### config.mk
export PLATFORM = sky130hd
export DESIGN_NAME = microcode_sequencer_flat
export DESIGN_NICKNAME = d
export VERILOG_FILES = /design/src/rtl/ucode_pkg.sv /design/src/rtl/microcode_sequencer_if.sv /design/src/rtl/microcode_sequencer.sv /design/src/flat_wrapper.sv
export SDC_FILE = /design/constraint.sdc
export NUM_CORES = 1
export LEC_CHECK = 0
export ABC_AREA = 1
export BUFFER_PORTS_ARGS = -buffer_cell sky130_fd_sc_hd__clkbuf_2
export CAP_MARGIN = 20
export CELL_PAD_IN_SITES_DETAIL_PLACEMENT = 1
export CELL_PAD_IN_SITES_GLOBAL_PLACEMENT = 1
export CORE_MARGIN = 10
export CORE_UTILIZATION = 19
export CTS_BUF_LIST = sky130_fd_sc_hd__clkbuf_8
export DETAILED_ROUTE_END_ITERATION = 8
export PLACE_DENSITY_LB_ADDON = 0.1
export SLEW_MARGIN = 40
export SYNTH_ARGS = -nofsm -noshare
export SYNTH_HDL_FRONTEND = slang
export SYNTH_SLANG_ARGS = --single-unit
### constraint.sdc
create_clock -name clk -period 3.9 [get_ports clk]
set_clock_uncertainty 0.05 [all_clocks]
set_input_delay 0.195 -clock clk [delete_from_list [all_inputs] [get_ports clk]]
set_output_delay 0.195 -clock clk [all_outputs]
set_load 0.1 [all_outputs]
### src/rtl/ucode_pkg.sv
// Shared constants for the microcode sequencer: default control-word field
// positions, the idle word and the extension page names.
package ucode_pkg;

    localparam int unsigned DEF_RST_BIT  = 24;
    localparam int unsigned DEF_EXT_BIT  = 25;
    localparam int unsigned DEF_PAGE_LSB = 30;

    localparam logic [31:0] DEF_IDLE_WORD = 32'hFFFF_FFFF;

    // Extension pages; page 0 is the base opcode map.
    typedef enum logic [1:0] {
        PAGE_BASE = 2'd0,
        PAGE_EXT1 = 2'd1,
        PAGE_EXT2 = 2'd2,
        PAGE_EXT3 = 2'd3
    } page_e;

endpackage

### src/rtl/microcode_sequencer_if.sv
// Microcode ROM bus: the sequencer drives the address, the ROM returns data
// combinationally.
interface microcode_sequencer_if #(
    parameter int unsigned ADDR_W = 17,
    parameter int unsigned CW_W   = 32
);
    logic [ADDR_W-1:0] rom_addr;
    logic [CW_W-1:0]   rom_data;

    modport master (output rom_addr, input  rom_data);
    modport slave  (input  rom_addr, output rom_data);
endinterface

### src/rtl/microcode_sequencer.sv
// Microcode sequencer: micro-step counter, extension page register and
// ROM address / control word formation.
module microcode_sequencer
    import ucode_pkg::*;
#(
    parameter int unsigned OP_W     = 8,
    parameter int unsigned FLAG_W   = 4,
    parameter int unsigned STEP_W   = 3,
    parameter int unsigned PAGE_W   = 2,
    parameter int unsigned CW_W     = 32,
    parameter int unsigned RST_BIT  = DEF_RST_BIT,
    parameter int unsigned EXT_BIT  = DEF_EXT_BIT,
    parameter int unsigned PAGE_LSB = DEF_PAGE_LSB,
    parameter logic [CW_W-1:0] IDLE_WORD = CW_W'(DEF_IDLE_WORD)
) (
    input  logic                clk,
    input  logic                rstn,
    input  logic [OP_W-1:0]     opcode,
    input  logic [FLAG_W-1:0]   flags,
    input  logic                hold,
    input  logic                abort_n,
    input  logic                ctrlen,
    microcode_sequencer_if.master rom,
    output logic [CW_W-1:0]     control_word,
    output logic [STEP_W-1:0]   step,
    output logic [PAGE_W-1:0]   page,
    output logic                instr_done,
    output logic                overrun
);

    localparam logic [STEP_W-1:0] STEP_LAST = '1;

    logic [STEP_W-1:0] step_d;
    logic [PAGE_W-1:0] page_d;
    logic              overrun_d;
    logic              instr_done_d;
    logic              end_n;
    logic              ext_n;
    logic [PAGE_W-1:0] page_field;

    // Sequencing bits come straight from the ROM, regardless of ctrlen.
    assign end_n      = rom.rom_data[RST_BIT];
    assign ext_n      = rom.rom_data[EXT_BIT];
    assign page_field = rom.rom_data[PAGE_LSB +: PAGE_W];

    // Mealy address and output paths.
    assign rom.rom_addr  = {page, opcode, step, flags};
    assign control_word  = ctrlen ? IDLE_WORD : rom.rom_data;

    // Next-state selection in priority order: abort, hold, end, advance.
    always_comb begin
        step_d       = step;
        page_d       = page;
        overrun_d    = overrun;
        instr_done_d = 1'b0;
        if (!abort_n) begin
            step_d       = '0;
            page_d       = PAGE_W'(PAGE_BASE);
            instr_done_d = 1'b1;
        end else if (hold) begin
            step_d = step;
        end else if (!end_n) begin
            step_d       = '0;
            page_d       = PAGE_W'(PAGE_BASE);
            instr_done_d = 1'b1;
        end else if (step == STEP_LAST) begin
            // Ran off the end without an end-of-instruction word.
            step_d    = '0;
            page_d    = PAGE_W'(PAGE_BASE);
            overrun_d = 1'b1;
        end else begin
            step_d = step + STEP_W'(1);
            if (!ext_n) begin
                page_d = page_field;
            end
        end
    end

    // State registers.
    always_ff @(posedge clk or negedge rstn) begin
        if (!rstn) begin
            step       <= '0;
            page       <= PAGE_W'(PAGE_BASE);
            overrun    <= 1'b0;
            instr_done <= 1'b0;
        end else begin
            step       <= step_d;
            page       <= page_d;
            overrun    <= overrun_d;
            instr_done <= instr_done_d;
        end
    end

endmodule

### src/flat_wrapper.sv
// flat-port wrapper written by rule: the top's interface ports become plain ports
module microcode_sequencer_flat import ucode_pkg::*;
#(
    parameter int unsigned OP_W     = 8,
    parameter int unsigned FLAG_W   = 4,
    parameter int unsigned STEP_W   = 3,
    parameter int unsigned PAGE_W   = 2,
    parameter int unsigned CW_W     = 32,
    parameter int unsigned RST_BIT  = DEF_RST_BIT,
    parameter int unsigned EXT_BIT  = DEF_EXT_BIT,
    parameter int unsigned PAGE_LSB = DEF_PAGE_LSB,
    parameter logic [CW_W-1:0] IDLE_WORD = CW_W'(DEF_IDLE_WORD)
)
  (clk, rstn, opcode, flags, hold, abort_n, ctrlen, control_word, step, page, instr_done, overrun, rom_rom_addr, rom_rom_data);
  microcode_sequencer_if #(.CW_W(CW_W)) rom_i ();
  input  logic clk;
  input  logic rstn;
  input  logic [OP_W-1:0] opcode;
  input  logic [FLAG_W-1:0] flags;
  input  logic hold;
  input  logic abort_n;
  input  logic ctrlen;
  output logic [CW_W-1:0] control_word;
  output logic [STEP_W-1:0] step;
  output logic [PAGE_W-1:0] page;
  output logic instr_done;
  output logic overrun;
  output wire logic [$bits(rom_i.rom_addr)-1:0] rom_rom_addr;
  input wire logic [$bits(rom_i.rom_data)-1:0] rom_rom_data;
  assign rom_rom_addr = rom_i.rom_addr;
  assign rom_i.rom_data = rom_rom_data;
  microcode_sequencer #(.OP_W(OP_W), .FLAG_W(FLAG_W), .STEP_W(STEP_W), .PAGE_W(PAGE_W), .CW_W(CW_W), .RST_BIT(RST_BIT), .EXT_BIT(EXT_BIT), .PAGE_LSB(PAGE_LSB), .IDLE_WORD(IDLE_WORD)) u_core (.clk(clk), .rstn(rstn), .opcode(opcode), .flags(flags), .hold(hold), .abort_n(abort_n), .ctrlen(ctrlen), .rom(rom_i), .control_word(control_word), .step(step), .page(page), .instr_done(instr_done), .overrun(overrun));
endmodule
; Word-level counts from Yosys, hierarchy flattened
; Index checks and enable logic that the tools add are counted.
[classes]
bitwise = 1
eq_ne = 3
muxes = 13
addsub = 1
n_reduce_logical = 2
[ops]
columns = op, n
row1 = $mux W32, 1
row2 = $mux W3, 4
row3 = $mux W2, 5
row4 = $ne A4 B3 Y1 const B, 1
row5 = $reduce_and A4 Y1, 1
row6 = $add A3 B1 Y3 const B, 1
row7 = $eq A3 B3 Y1 const B, 1
row8 = $mux W1, 3
row9 = $ne A2 B2 Y1 const B, 1
row10 = $reduce_and A2 Y1, 1
row11 = $not A1 Y1, 1
[word_totals]
in_bits = 49
regBits = 7
wordCells = 24
out_inout_bits = 56

; Logic depth before layout (Yosys ltp)
[depth]
ltp_word = 5
mapped_depth = 8

; Worst setup path before layout
; OpenSTA, ideal clock, no wires.
[synth_path]
path_kind = register -> register
from = register u_core.step[0]
to = register u_core.page[0]
slack_ns = 2.037
t_arrival_ns = 1.693
required_ns = 3.729
path_buffers = 0
path_stages_with_launch = 8
setup_time_ns = 0.121
cell_sequence = dfrtp_1 -> ha_1 -> ha_1 -> inv_1 -> nand2_1 -> nand2_1 -> nand3_1 -> nand2_1
[synth_via]
elab_chain_cells = 5
word_cells_on_any_way = 7
[synth_rtl]
columns = item, line
row1 = start: declaration, microcode_sequencer.sv:25  ; output logic [STEP_W-1:0] step,
row2 = start signal: assignment, microcode_sequencer.sv:87  ; step <= step_d;
row3 = $eq A3 B3 Y1 (*), microcode_sequencer.sv:66  ; end else if (step == STEP_LAST) begin
row4 = $mux W2, microcode_sequencer.sv:66
row5 = $mux W2, microcode_sequencer.sv:62  ; end else if (!end_n) begin
row6 = $mux W2, microcode_sequencer.sv:60  ; end else if (hold) begin
row7 = $mux W2, microcode_sequencer.sv:56  ; if (!abort_n) begin
row8 = end signal: assignment, microcode_sequencer.sv:83  ; page <= PAGE_W'(PAGE_BASE);
row9 = end signal: assignment, microcode_sequencer.sv:88  ; page <= page_d;
row10 = end: declaration, microcode_sequencer.sv:26  ; output logic [PAGE_W-1:0] page,
; Every way passes the cells marked *; elsewhere a longest branch is shown, timed or not. The select of a mux whose other input is x is not followed.
; A chain may end at the register's enable or synchronous reset.

; Worst setup path in the final report
[layout_path]
from = input ctrlen
to = output control_word[22]
[layout_via]
elab_chain_cells = 1
[layout_rtl]
columns = item, line
row1 = start: declaration, flat_wrapper.sv:22  ; input logic ctrlen;
row2 = $mux W32, microcode_sequencer.sv:48  ; assign control_word = ctrlen ? IDLE_WORD : rom.rom_data;
row3 = end: declaration, flat_wrapper.sv:23  ; output logic [CW_W-1:0] control_word;
; Every way passes these cells.

==> run summary <==
The run finished with clean final reports. Number of remaining DRC errors: 0. Most frequent standard cell in the layout excluding fill and tap cells: clkbuf_2. The horizontal die dimension was 81.5 um. Traced cell by cell, the critical path runs through clkbuf_2 > or2_2 > clkbuf_2.

The power density of the placed cells was 386 nW/um2. On the critical path, the stage with the largest delay is an instance of or2_2. In this run the remaining antenna-violating nets after routing total 0. In this run the count of I/O pins placed on the die edge is 105.

The final wirelength was 3.13 mm. Startpoint type of the worst setup path: a primary input. The worst path uses 37.5% of the clock period.

The cell type with the highest occurrence count on the critical path is clkbuf_2. Cells fill 29.3% of the core in the end. Buffers added to address setup during post-CTS repair amount to 0.

The initial antenna violation count was 0; the number of detailed-route iterations in the first pass was 3. The worst pin sits at a relative slew slack of 62.7%. At the pin with the least slew margin, the transition time is 563 ps. The site row count is 22, and the maximum VDD drop is 0.154 mV.

The post-synthesis net count was 147; the count of clock tree sinks was 7. For the largest net degree at the start of global routing, the log shows 33. The endpoint type of the worst setup path is an output port. Of all nets on the critical path, the largest fanout is 32. TritonCTS built the clock tree. The logs give 213 for the number of nets in the layout and 8.32% for the total track usage. Summed over all layers, the global routing overflow is 0.

For the number of CTS-inserted buffers, the log shows 3. In the layout the commonest cells are 80 x clkbuf_2, 30 x or2_1, 15 x nand2_1. The cell count of the worst reg-to-reg path is 8, and the area growth from synthesis to layout is 49.3%. The wire length per cell works out to 15.0 um.

Startpoint of the most critical register-to-register path: u_core.step[0]. The clock period could shrink to 1460 ps. The count of final hold-check violations came out at 0. The critical path is of the primary input to output port type. The worst hold path passes through 4 cells.

The clock transition time at the flip-flop clock pins of the worst setup and hold paths is 40 ps. The Yosys step of the flow raised 0 warnings. The run gives 1 as the deepest level of the CTS H-tree. After legalization and detailed placement, the total HPWL measured 2.86 mm. In this run the tool buffered the top-level ports with 80 buffer cells.

The logs give 19.6% for the initial core utilization and 0 for the count of final setup violators. Total die area: 6640 um2. The run gives 0 as the number of maximum-capacitance constraint violations. The worst register-to-register path has a setup slack of 2500 ps. Post-synthesis area per instance: 7.56 um2. The maximum root-to-sink buffer count is 2, and the share of layout cells above drive strength 1 is 55.6%. The repair_antennas step left the layout with diodes totalling 0.

In this run the static leakage power is 0.628 nW. The synthesized netlist occupies a cell area of 718 um2. The logs give 24.4% for the sequential area share after synthesis and 0.816 for the routability-driven placement congestion ratio.

Static timing analysis puts the maximum clock frequency at 0.683 GHz. At the later pin of the worst-skew pair, clock insertion delay measures 220 ps. Synthesis produced 95 cells. The endpoint with the worst hold slack was u_core.overrun. The reg-to-reg endpoint was u_core.page[1]. The tools report the number of global-route vias before repair as 872. The number of pins exceeding their max-slew limit in the final report was 0; the number of vias per cell after detailed routing was 4.03. The cell at the root of the clock tree was clkbuf_8.

Data arrives at the worst endpoint at 1220 ps. The number of register bits inferred by synthesis was 7. The total vias in the final route was 839. The worst min-delay path startpoint is hold. The first global-routing pass estimated 4.47 mm of wire.

The vertical extent of the die works out to 81.5 um. In the final timing run, aggregate negative setup slack is 0 ps. The path class of the tightest hold or removal check is primary input to register.

In this run the standard cell core region covers 3660 um2. Setup repair after global routing left no endpoint under its margin. The required time at the worst-slack endpoint came out at 3650 ps. The run gives 0 as the number of gates resized after CTS.

For this block, the initial DRC count from the detailed router was 7. For this run, the slowest stage of the critical path takes 370 ps. In this run, distinct cell masters in the synthesized netlist total 13.
registers in the layout, indices dropped and copies added (netlist names):
signal	count
u_core.step	3
u_core.overrun	1
u_core.page	2
u_core.instr_done	1
worst max-delay path by stage:
stage	from	end	depth (start not counted)
detailed placement	ctrlen	control_word[22]	3
finish	ctrlen	control_word[22]	3
CTS	ctrlen	control_word[22]	3
global route	u_core.step[0]	u_core.page[1]	8
global placement	ctrlen	control_word[22]	3
floorplan	u_core.step[0]	u_core.page[0]	7
Yosys cell counts:
cell type	number	share of area, %
or2_1	30	26
buf_4	17	18
nand2_1	15	7.8
dfrtp_1	7	24
inv_1	5	2.6
nand2_2	4	3.5
buf_6	3	4.7
ha_1	3	5.2
nor2_1	3	1.6
o21ai_0	3	2.1
nand3_1	2	1.4
or2_2	2	1.7
o21bai_1	1	1.0
cells by family (layout without fill, tap and decap cells):
family / count (synthesis) / count (layout) / share of synthesized area (%)
AO/OA/AOI/OAI: 4 / 4 / 3.14
AND/OR/NAND/NOR: 56 / 56 / 42.2
buffers and inverters: 25 / 90 / 25.1
adder cells (fa/ha/maj): 3 / 3 / 5.23
flip-flops: 7 / 7 / 24.4
where the power goes:
part           switching, mW  internal (mW)  total (mW)
Clock                 0.0271         0.0677      0.0948
Combinational          0.201         0.0386       0.240
Sequential           0.00290         0.0762      0.0791
Total                  0.231          0.182       0.414
area by class of cell:
class | count | area [um2]
Clock buffer | 3 | 41.3
Clock inverter | 1 | 3.75
Sequential cell | 7 | 175
Timing Repair Buffer | 81 | 410
Multi-Input combinational cell | 63 | 363
Inverter | 5 | 18.8
Fill cell | 490 | 2590
Tap cell | 48 | 60.1
worst max-delay path: cells and delay by family:
kind	cells	cell delay [ps]
buffers and inverters	2	650
AND/OR/NAND/NOR	1	370
routing by layer:
layer | up-vias | wire [um] | global-route usage, %
met1 | 366 | 1180 | 8.97
met4 | 0 | 43 | 2.77
li1 | 400 | - | -
met5 | - | 0 | 0
met3 | 14 | 499 | 3.49
met2 | 59 | 1400 | 14.4
timing repair:
action,CTS,global route
hold buffers,1,0
endpoints found under the setup margin,0,0
hold endpoints to repair,7,0
metrics by stage:
stage	total power, mW	instance area, um2	worst slack [ps]	std cells	hold slack [ps]
after CTS	0.422	1070	2420	208	251
after global routing	0.435	1070	2330	208	276
after global placement	0.321	1020	2460	203	-11.8
after floorplan	0.337	718	2040	95	-151
final	0.414	1070	2440	208	252
after detailed placement	0.322	1020	2420	203	-6.50
Power figures use the tool's default switching activity.
